File: config.mk
export PLATFORM = sky130hd
export DESIGN_NAME = mem_arbiter_flat
export DESIGN_NICKNAME = d
export VERILOG_FILES = /design/src/rtl/mem_arbiter_if.sv /design/src/rtl/mem_arbiter.sv /design/src/flat_wrapper.sv
export SDC_FILE = /design/constraint.sdc
export NUM_CORES = 1
export LEC_CHECK = 0
export CAP_MARGIN = 10
export CORE_MARGIN = 2
export CORE_UTILIZATION = 43
export CTS_BUF_LIST = sky130_fd_sc_hd__clkbuf_8
export CTS_CLUSTER_DIAMETER = 120
export DETAILED_ROUTE_END_ITERATION = 6
export GPL_TIMING_DRIVEN = 1
export PLACE_DENSITY = 0.82
export SLEW_MARGIN = 25
export SYNTH_ARGS = -nofsm -noshare
export SYNTH_HDL_FRONTEND = slang
export SYNTH_SLANG_ARGS = --single-unit
File: constraint.sdc
create_clock -name clk -period 2.23 [get_ports clk]
set_clock_uncertainty 0.2 [all_clocks]
set_input_delay 0.446 -clock clk [delete_from_list [all_inputs] [get_ports clk]]
set_output_delay 0.446 -clock clk [all_outputs]
set_load 0.01 [all_outputs]
File: src/rtl/mem_arbiter_if.sv
// Bus bundle between the fetch/data requesters, the arbiter and the shared
// single-port synchronous RAM.
interface mem_arbiter_if #(
    parameter int ADDR_WIDTH = 11,
    parameter int DATA_WIDTH = 16
);
    logic                  f_req;
    logic [ADDR_WIDTH-1:0] f_addr;
    logic                  f_ack;
    logic [DATA_WIDTH-1:0] f_rdata;

    logic                  d_req;
    logic                  d_we;
    logic [ADDR_WIDTH-1:0] d_addr;
    logic [DATA_WIDTH-1:0] d_wdata;
    logic                  d_ack;
    logic [DATA_WIDTH-1:0] d_rdata;

    logic                  mem_en;
    logic                  mem_we;
    logic [ADDR_WIDTH-1:0] mem_addr;
    logic [DATA_WIDTH-1:0] mem_wdata;
    logic [DATA_WIDTH-1:0] mem_rdata;

    logic                  busy;

    modport slave (
        input  f_req, f_addr, d_req, d_we, d_addr, d_wdata, mem_rdata,
        output f_ack, f_rdata, d_ack, d_rdata, mem_en, mem_we, mem_addr, mem_wdata, busy
    );

    modport master (
        output f_req, f_addr, d_req, d_we, d_addr, d_wdata, mem_rdata,
        input  f_ack, f_rdata, d_ack, d_rdata, mem_en, mem_we, mem_addr, mem_wdata, busy
    );
endinterface

File: src/rtl/mem_arbiter.sv
// Two-port round-robin arbiter in front of a single-port 1-cycle synchronous RAM.
// Each access takes IDLE -> ACCESS -> RESP; the ack pulses in RESP.
module mem_arbiter #(
    parameter int ADDR_WIDTH = 11,
    parameter int DATA_WIDTH = 16
) (
    input  logic         clk,
    input  logic         rst,
    mem_arbiter_if.slave bus
);
    typedef enum logic [1:0] {
        IDLE   = 2'd0,
        ACCESS = 2'd1,
        RESP   = 2'd2
    } state_t;

    localparam logic OWNER_F = 1'b0;
    localparam logic OWNER_D = 1'b1;

    state_t                r_state;
    state_t                w_next_state;
    logic                  w_grant_valid;
    logic                  w_grant_owner;
    logic                  w_start;
    logic                  w_f_read_resp;
    logic                  w_d_read_resp;

    logic                  r_owner;
    logic                  r_last_owner;
    logic                  r_we;
    logic [ADDR_WIDTH-1:0] r_addr;
    logic [DATA_WIDTH-1:0] r_wdata;
    logic                  r_mem_en;
    logic                  r_mem_we;
    logic                  r_f_ack;
    logic                  r_d_ack;
    logic                  r_busy;
    logic [DATA_WIDTH-1:0] r_f_rdata;
    logic [DATA_WIDTH-1:0] r_d_rdata;

    // State register.
    always_ff @(posedge clk) begin
        if (rst) begin
            r_state <= IDLE;
        end else begin
            r_state <= w_next_state;
        end
    end

    // Next-state and grant decision; on a tie the port not served last wins.
    always_comb begin
        w_next_state  = r_state;
        w_grant_valid = 1'b0;
        w_grant_owner = OWNER_F;
        case (r_state)
            IDLE: begin
                if (bus.f_req && bus.d_req) begin
                    w_grant_valid = 1'b1;
                    w_grant_owner = ~r_last_owner;
                end else if (bus.f_req) begin
                    w_grant_valid = 1'b1;
                    w_grant_owner = OWNER_F;
                end else if (bus.d_req) begin
                    w_grant_valid = 1'b1;
                    w_grant_owner = OWNER_D;
                end else begin
                    w_grant_valid = 1'b0;
                    w_grant_owner = OWNER_F;
                end
                if (w_grant_valid) begin
                    w_next_state = ACCESS;
                end else begin
                    w_next_state = IDLE;
                end
            end
            ACCESS:  w_next_state = RESP;
            RESP:    w_next_state = IDLE;
            default: w_next_state = IDLE;
        endcase
    end

    assign w_start       = (r_state == IDLE) && w_grant_valid;
    assign w_f_read_resp = (r_state == RESP) && (r_owner == OWNER_F) && !r_we;
    assign w_d_read_resp = (r_state == RESP) && (r_owner == OWNER_D) && !r_we;

    // Transaction latch, RAM strobes, ack pulses and per-port read-data holds.
    always_ff @(posedge clk) begin
        if (rst) begin
            r_owner      <= OWNER_F;
            r_last_owner <= OWNER_D;
            r_we         <= 1'b0;
            r_addr       <= '0;
            r_wdata      <= '0;
            r_mem_en     <= 1'b0;
            r_mem_we     <= 1'b0;
            r_f_ack      <= 1'b0;
            r_d_ack      <= 1'b0;
            r_busy       <= 1'b0;
            r_f_rdata    <= '0;
            r_d_rdata    <= '0;
        end else begin
            r_mem_en <= 1'b0;
            r_mem_we <= 1'b0;
            r_f_ack  <= 1'b0;
            r_d_ack  <= 1'b0;
            r_busy   <= (w_next_state != IDLE);
            if (w_start) begin
                r_owner      <= w_grant_owner;
                r_last_owner <= w_grant_owner;
                r_mem_en     <= 1'b1;
                if (w_grant_owner == OWNER_D) begin
                    r_we     <= bus.d_we;
                    r_addr   <= bus.d_addr;
                    r_wdata  <= bus.d_wdata;
                    r_mem_we <= bus.d_we;
                end else begin
                    r_we     <= 1'b0;
                    r_addr   <= bus.f_addr;
                    r_wdata  <= '0;
                    r_mem_we <= 1'b0;
                end
            end else if (r_state == ACCESS) begin
                r_f_ack <= (r_owner == OWNER_F);
                r_d_ack <= (r_owner == OWNER_D);
            end else if (w_f_read_resp) begin
                r_f_rdata <= bus.mem_rdata;
            end else if (w_d_read_resp) begin
                r_d_rdata <= bus.mem_rdata;
            end
        end
    end

    // Strobes are gated by rst so a reset during ACCESS never touches the RAM.
    assign bus.mem_en    = r_mem_en & ~rst;
    assign bus.mem_we    = r_mem_we & ~rst;
    assign bus.mem_addr  = r_addr;
    assign bus.mem_wdata = r_wdata;
    assign bus.f_ack     = r_f_ack;
    assign bus.d_ack     = r_d_ack;
    assign bus.busy      = r_busy;
    // Read data arrives from the RAM during RESP, so it bypasses the hold register then.
    assign bus.f_rdata   = w_f_read_resp ? bus.mem_rdata : r_f_rdata;
    assign bus.d_rdata   = w_d_read_resp ? bus.mem_rdata : r_d_rdata;
endmodule

File: src/flat_wrapper.sv
// flat-port wrapper written by rule: the top's interface ports become plain ports
module mem_arbiter_flat 
#(
    parameter int ADDR_WIDTH = 11,
    parameter int DATA_WIDTH = 16
)
  (clk, rst, bus_f_req, bus_f_addr, bus_d_req, bus_d_we, bus_d_addr, bus_d_wdata, bus_mem_rdata, bus_f_ack, bus_f_rdata, bus_d_ack, bus_d_rdata, bus_mem_en, bus_mem_we, bus_mem_addr, bus_mem_wdata, bus_busy);
  mem_arbiter_if #(.ADDR_WIDTH(ADDR_WIDTH), .DATA_WIDTH(DATA_WIDTH)) bus_i ();
  input  logic clk;
  input  logic rst;
  input wire logic [$bits(bus_i.f_req)-1:0] bus_f_req;
  input wire logic [$bits(bus_i.f_addr)-1:0] bus_f_addr;
  input wire logic [$bits(bus_i.d_req)-1:0] bus_d_req;
  input wire logic [$bits(bus_i.d_we)-1:0] bus_d_we;
  input wire logic [$bits(bus_i.d_addr)-1:0] bus_d_addr;
  input wire logic [$bits(bus_i.d_wdata)-1:0] bus_d_wdata;
  input wire logic [$bits(bus_i.mem_rdata)-1:0] bus_mem_rdata;
  output wire logic [$bits(bus_i.f_ack)-1:0] bus_f_ack;
  output wire logic [$bits(bus_i.f_rdata)-1:0] bus_f_rdata;
  output wire logic [$bits(bus_i.d_ack)-1:0] bus_d_ack;
  output wire logic [$bits(bus_i.d_rdata)-1:0] bus_d_rdata;
  output wire logic [$bits(bus_i.mem_en)-1:0] bus_mem_en;
  output wire logic [$bits(bus_i.mem_we)-1:0] bus_mem_we;
  output wire logic [$bits(bus_i.mem_addr)-1:0] bus_mem_addr;
  output wire logic [$bits(bus_i.mem_wdata)-1:0] bus_mem_wdata;
  output wire logic [$bits(bus_i.busy)-1:0] bus_busy;
  assign bus_i.f_req = bus_f_req;
  assign bus_i.f_addr = bus_f_addr;
  assign bus_i.d_req = bus_d_req;
  assign bus_i.d_we = bus_d_we;
  assign bus_i.d_addr = bus_d_addr;
  assign bus_i.d_wdata = bus_d_wdata;
  assign bus_i.mem_rdata = bus_mem_rdata;
  assign bus_f_ack = bus_i.f_ack;
  assign bus_f_rdata = bus_i.f_rdata;
  assign bus_d_ack = bus_i.d_ack;
  assign bus_d_rdata = bus_i.d_rdata;
  assign bus_mem_en = bus_i.mem_en;
  assign bus_mem_we = bus_i.mem_we;
  assign bus_mem_addr = bus_i.mem_addr;
  assign bus_mem_wdata = bus_i.mem_wdata;
  assign bus_busy = bus_i.busy;
  mem_arbiter #(.ADDR_WIDTH(ADDR_WIDTH), .DATA_WIDTH(DATA_WIDTH)) u_core (.clk(clk), .rst(rst), .bus(bus_i));
endmodule
==> reports/qor.yml <==
status:
  status: "complete, but fails checks"
  failed_checks: "negative setup slack"
cells_and_area:
  area_growth_syn_to_layout_pct: 68.7
  fin_nets: 453
  layout-drive-gt1-share_pct: 32.8
  final_cells: 476
  n_antenna_cell: 0
setup_path:
  path_class: "reg2out"
  reg2reg_setup_slack_ns: 0.26
  worstReg2RegEnd: "u_core.bus.mem_wdata[9]$_SDFFE_PP0P_"
  cp-startpoint: "u_core.r_we$_SDFFE_PP0P_"
  end_kind: "output pin"
  worst_ep_required_time_ns: 1.58
  worst-path-max-fanout: 3
  cp.arrival_ns: 1.83
  critPathCapture: "bus_d_rdata[6]"
  reg2reg_depth: 4
  cp-start-kind: "flip-flop"
  reg2reg_from: "u_core.r_state[0]$_SDFF_PP0_"
routing:
  ant_nets: 0
  vias: 2439
  firstDrtPassIters: 4
  drc_errors: 0
  drt-initial-drc-count: 98
  vias_per_cell: 5.12
  drt_wl_total_mm: 8.11
  wl_per_cell_um: 17.0
power:
  leakagePower_nw: 2.00
  p_comb_share_pct: 20.8
  max-vdd-ir-drop_mv: 0.389
  totalPowerFinal_w: 0.00272
  power_frac_seq_pct: 48.9
  sw_frac_of_total_pct: 25.2
  p_sw_w: 0.000687
  p_clk_share_pct: 30.3
  p_int_w: 0.00203
  p_per_area_nw_per_um2: 579
clock_network:
  cts_hold_buf: 0
  insertion_delay_ns: 0.33
  cts_tree: "built"
  cts.htree.levels: 3
  cts_buffers: 9
  path_clk_slew_ns: 0.07
  cts-root-buf: "clkbuf_8"
  cts.sinks: 69
  clockBufferDepth: 2
synthesis:
  seq_area_frac_synth_pct: 49.6
  yosys_warnings: 0
  ys_ff_latch: 69
  syn_area_um2: 2780
  ys_types: 30
  synth_cells: 239
  avgSynthCellArea_um2: 11.6
  synth_nets: 298
timing:
  tightest_slew_ns: 0.661
  post-route-period-util_pct: 111
  setup_ws_ns: -0.250
  setup_viol_count_final: 32
  final-hold-violation-count: 0
  fmax_ghz: 0.403
  setup_tns_ns: -6.24
  min_period_ns: 2.48
  whs_ns: 0.277
  final_max_slew_viol_count: 0
  rsz0062_at_grt: "true"
  max_slew_margin_pct: 55.9
placed_design:
  placed_cells: 437
  dp_hpwl_mm: 4.97
  portBuffers: 122
  gp_congestion: 0.773
  post-place-ws_ns: -0.175
floorplan:
  die_area_um2: 7130
  ios: 123
  core-area_um2: 6310
  die_y_um: 84.5
  die_w_um: 84.5
  rows: 29
  initial_core_util_pct: 44.1
global_route:
  antenna_found_initial: 0
  grt_pass1_wl_mm: 12.9
  grt_use_total_pct: 23.0
  grt_overflow_total: 0
  grt_start_max_net_pins: 26
  grt_pass1_vias: 2574
run:
  drv_cap: 0
worst_hold_path:
  hold_path.class: "reg2reg"
-- routing by layer --
metal	global-route usage, %	up-vias	share of wire, %
met5	0	-	0
met4	9.09	0	2.0
met3	5.90	15	6.4
met2	40.7	90	52
met1	26.5	1155	40
li1	-	1179	-
-- logic make-up after synthesis --
logic type,count (synthesis),share of synthesized area [%]
simple gates,84,21.7
mux,32,14.3
compound gates,33,10.5
flops,69,49.6
buf+inv,21,3.95
-- power by group through the flow --
stage          clock (W)  sequential [W]  combinational [W]
6_report        0.000824         0.00133           0.000565
5_1_grt         0.000917         0.00134           0.000603
4_1_cts         0.000842         0.00133           0.000565
3_5_place_dp           0         0.00136           0.000520
3_3_place_gp           0         0.00135           0.000511
2_1_floorplan          0         0.00137           0.000199
-- flip-flops by register name, summed over array words and instances (netlist names) --
name and flops:
u_core.bus.busy 1, u_core.bus.d_ack 1, u_core.bus.f_ack 1, u_core.bus.mem_addr 11, u_core.bus.mem_wdata 16, u_core.r_d_rdata 16, u_core.r_f_rdata 16, u_core.r_last_owner 1
u_core.r_mem_en 1, u_core.r_mem_we 1, u_core.r_owner 1, u_core.r_state 2, u_core.r_we 1
-- what timing repair did --
item / CTS / global route
pin swaps: 2 / 2
gates resized for setup: 198 / 6
setup buffers: 17 / 5
setup endpoints to repair: 32 / 32
gates cloned: 2 / 0
-- cells in the mapped netlist --
cell,instances,share of area [%]
a21o_1,1,0.27
a21oi_1,2,0.36
a221o_1,11,4.0
a22o_1,17,5.3
and2_1,2,0.45
and2b_1,11,3.0
and3_1,1,0.22
and4_1,11,3.5
and4b_1,1,0.36
buf_2,7,1.3
buf_4,1,0.27
buf_6,1,0.40
buf_8,1,0.54
clkbuf_1,11,1.5
dfxtp_1,69,50
mux2_1,1,0.40
mux2_2,21,8.5
mux2_4,10,5.4
nand2_1,1,0.13
nand3_1,1,0.18
nor2_1,4,0.54
nor2b_1,35,7.9
nor3_1,2,0.36
nor4b_1,11,3.5
nor4b_4,1,0.85
nor4bb_1,1,0.36
o21a_1,1,0.27
o21bai_1,1,0.27
or2_1,1,0.22
or2_2,1,0.22
-- worst max-delay path: stages, from the launching register on --
cell	delay, ns
dfxtp_4	0.37
nor4bb_4	0.29
buf_4	0.17
buf_6	0.11
buf_6	0.12
mux2_4	0.32
buf_6	0.13
-- metrics by stage --
stage	utilization (%)	instance area, um2
floorplan	-	2780
global placement	66.2	4180
CTS	74.0	4670
finish	74.4	4700
detailed placement	66.2	4180
global route	74.4	4700
-- layout make-up --
| cell class | count | area (um2) |
|---|---|---|
| sequential | 69 | 1390 |
| clock buffer | 9 | 124 |
| multi-input combinational | 149 | 1390 |
| tap | 77 | 96.3 |
| clock inverter | 7 | 33.8 |
| fill | 421 | 1620 |
| timing repair buffer | 165 | 1660 |
-- cells in the final DEF, fill, tap and decap left out --
master           instances
clkdlybuf4s50_1         89
dfxtp_1                 65
buf_6                   45
nor2b_1                 35
mux2_4                  32
buf_4                   28
a22o_1                  17
nor4b_1                 11
and4_1                  11
a221o_1                 11
and2b_1                 11
clkbuf_8                 9
clkinv_2                 6
nor2_1                   4
and2_1                   2
nor3_1                   2
dfxtp_4                  2
dfxtp_2                  2
nor4bb_4                 1
nor4b_4                  1
nand2_1                  1
and4b_1                  1
or2_2                    1
a21oi_2                  1
or2_1                    1
nand3_1                  1
and3_1                   1
a21oi_1                  1
o21bai_1                 1
a21o_1                   1
o21a_1                   1
inv_1                    1
clkbuf_16                1
buf_2                    1
buf_12                   1
-- worst min-delay path by stage --
stage | start | end | cells past startpoint
2_1_floorplan | u_core.r_last_owner$_SDFFE_PP1P_ | u_core.r_last_owner$_SDFFE_PP1P_ | 2
3_3_place_gp | u_core.bus.mem_wdata[15]$_SDFFE_PP0P_ | u_core.bus.mem_wdata[15]$_SDFFE_PP0P_ | 1
3_5_place_dp | u_core.bus.mem_wdata[13]$_SDFFE_PP0P_ | u_core.bus.mem_wdata[13]$_SDFFE_PP0P_ | 1
4_1_cts | u_core.bus.mem_wdata[11]$_SDFFE_PP0P_ | u_core.bus.mem_wdata[11]$_SDFFE_PP0P_ | 1
5_1_grt | u_core.bus.mem_wdata[8]$_SDFFE_PP0P_ | u_core.bus.mem_wdata[8]$_SDFFE_PP0P_ | 1
6_report | u_core.bus.mem_wdata[13]$_SDFFE_PP0P_ | u_core.bus.mem_wdata[13]$_SDFFE_PP0P_ | 1
Note: power is estimated with default switching activity, not from simulation.
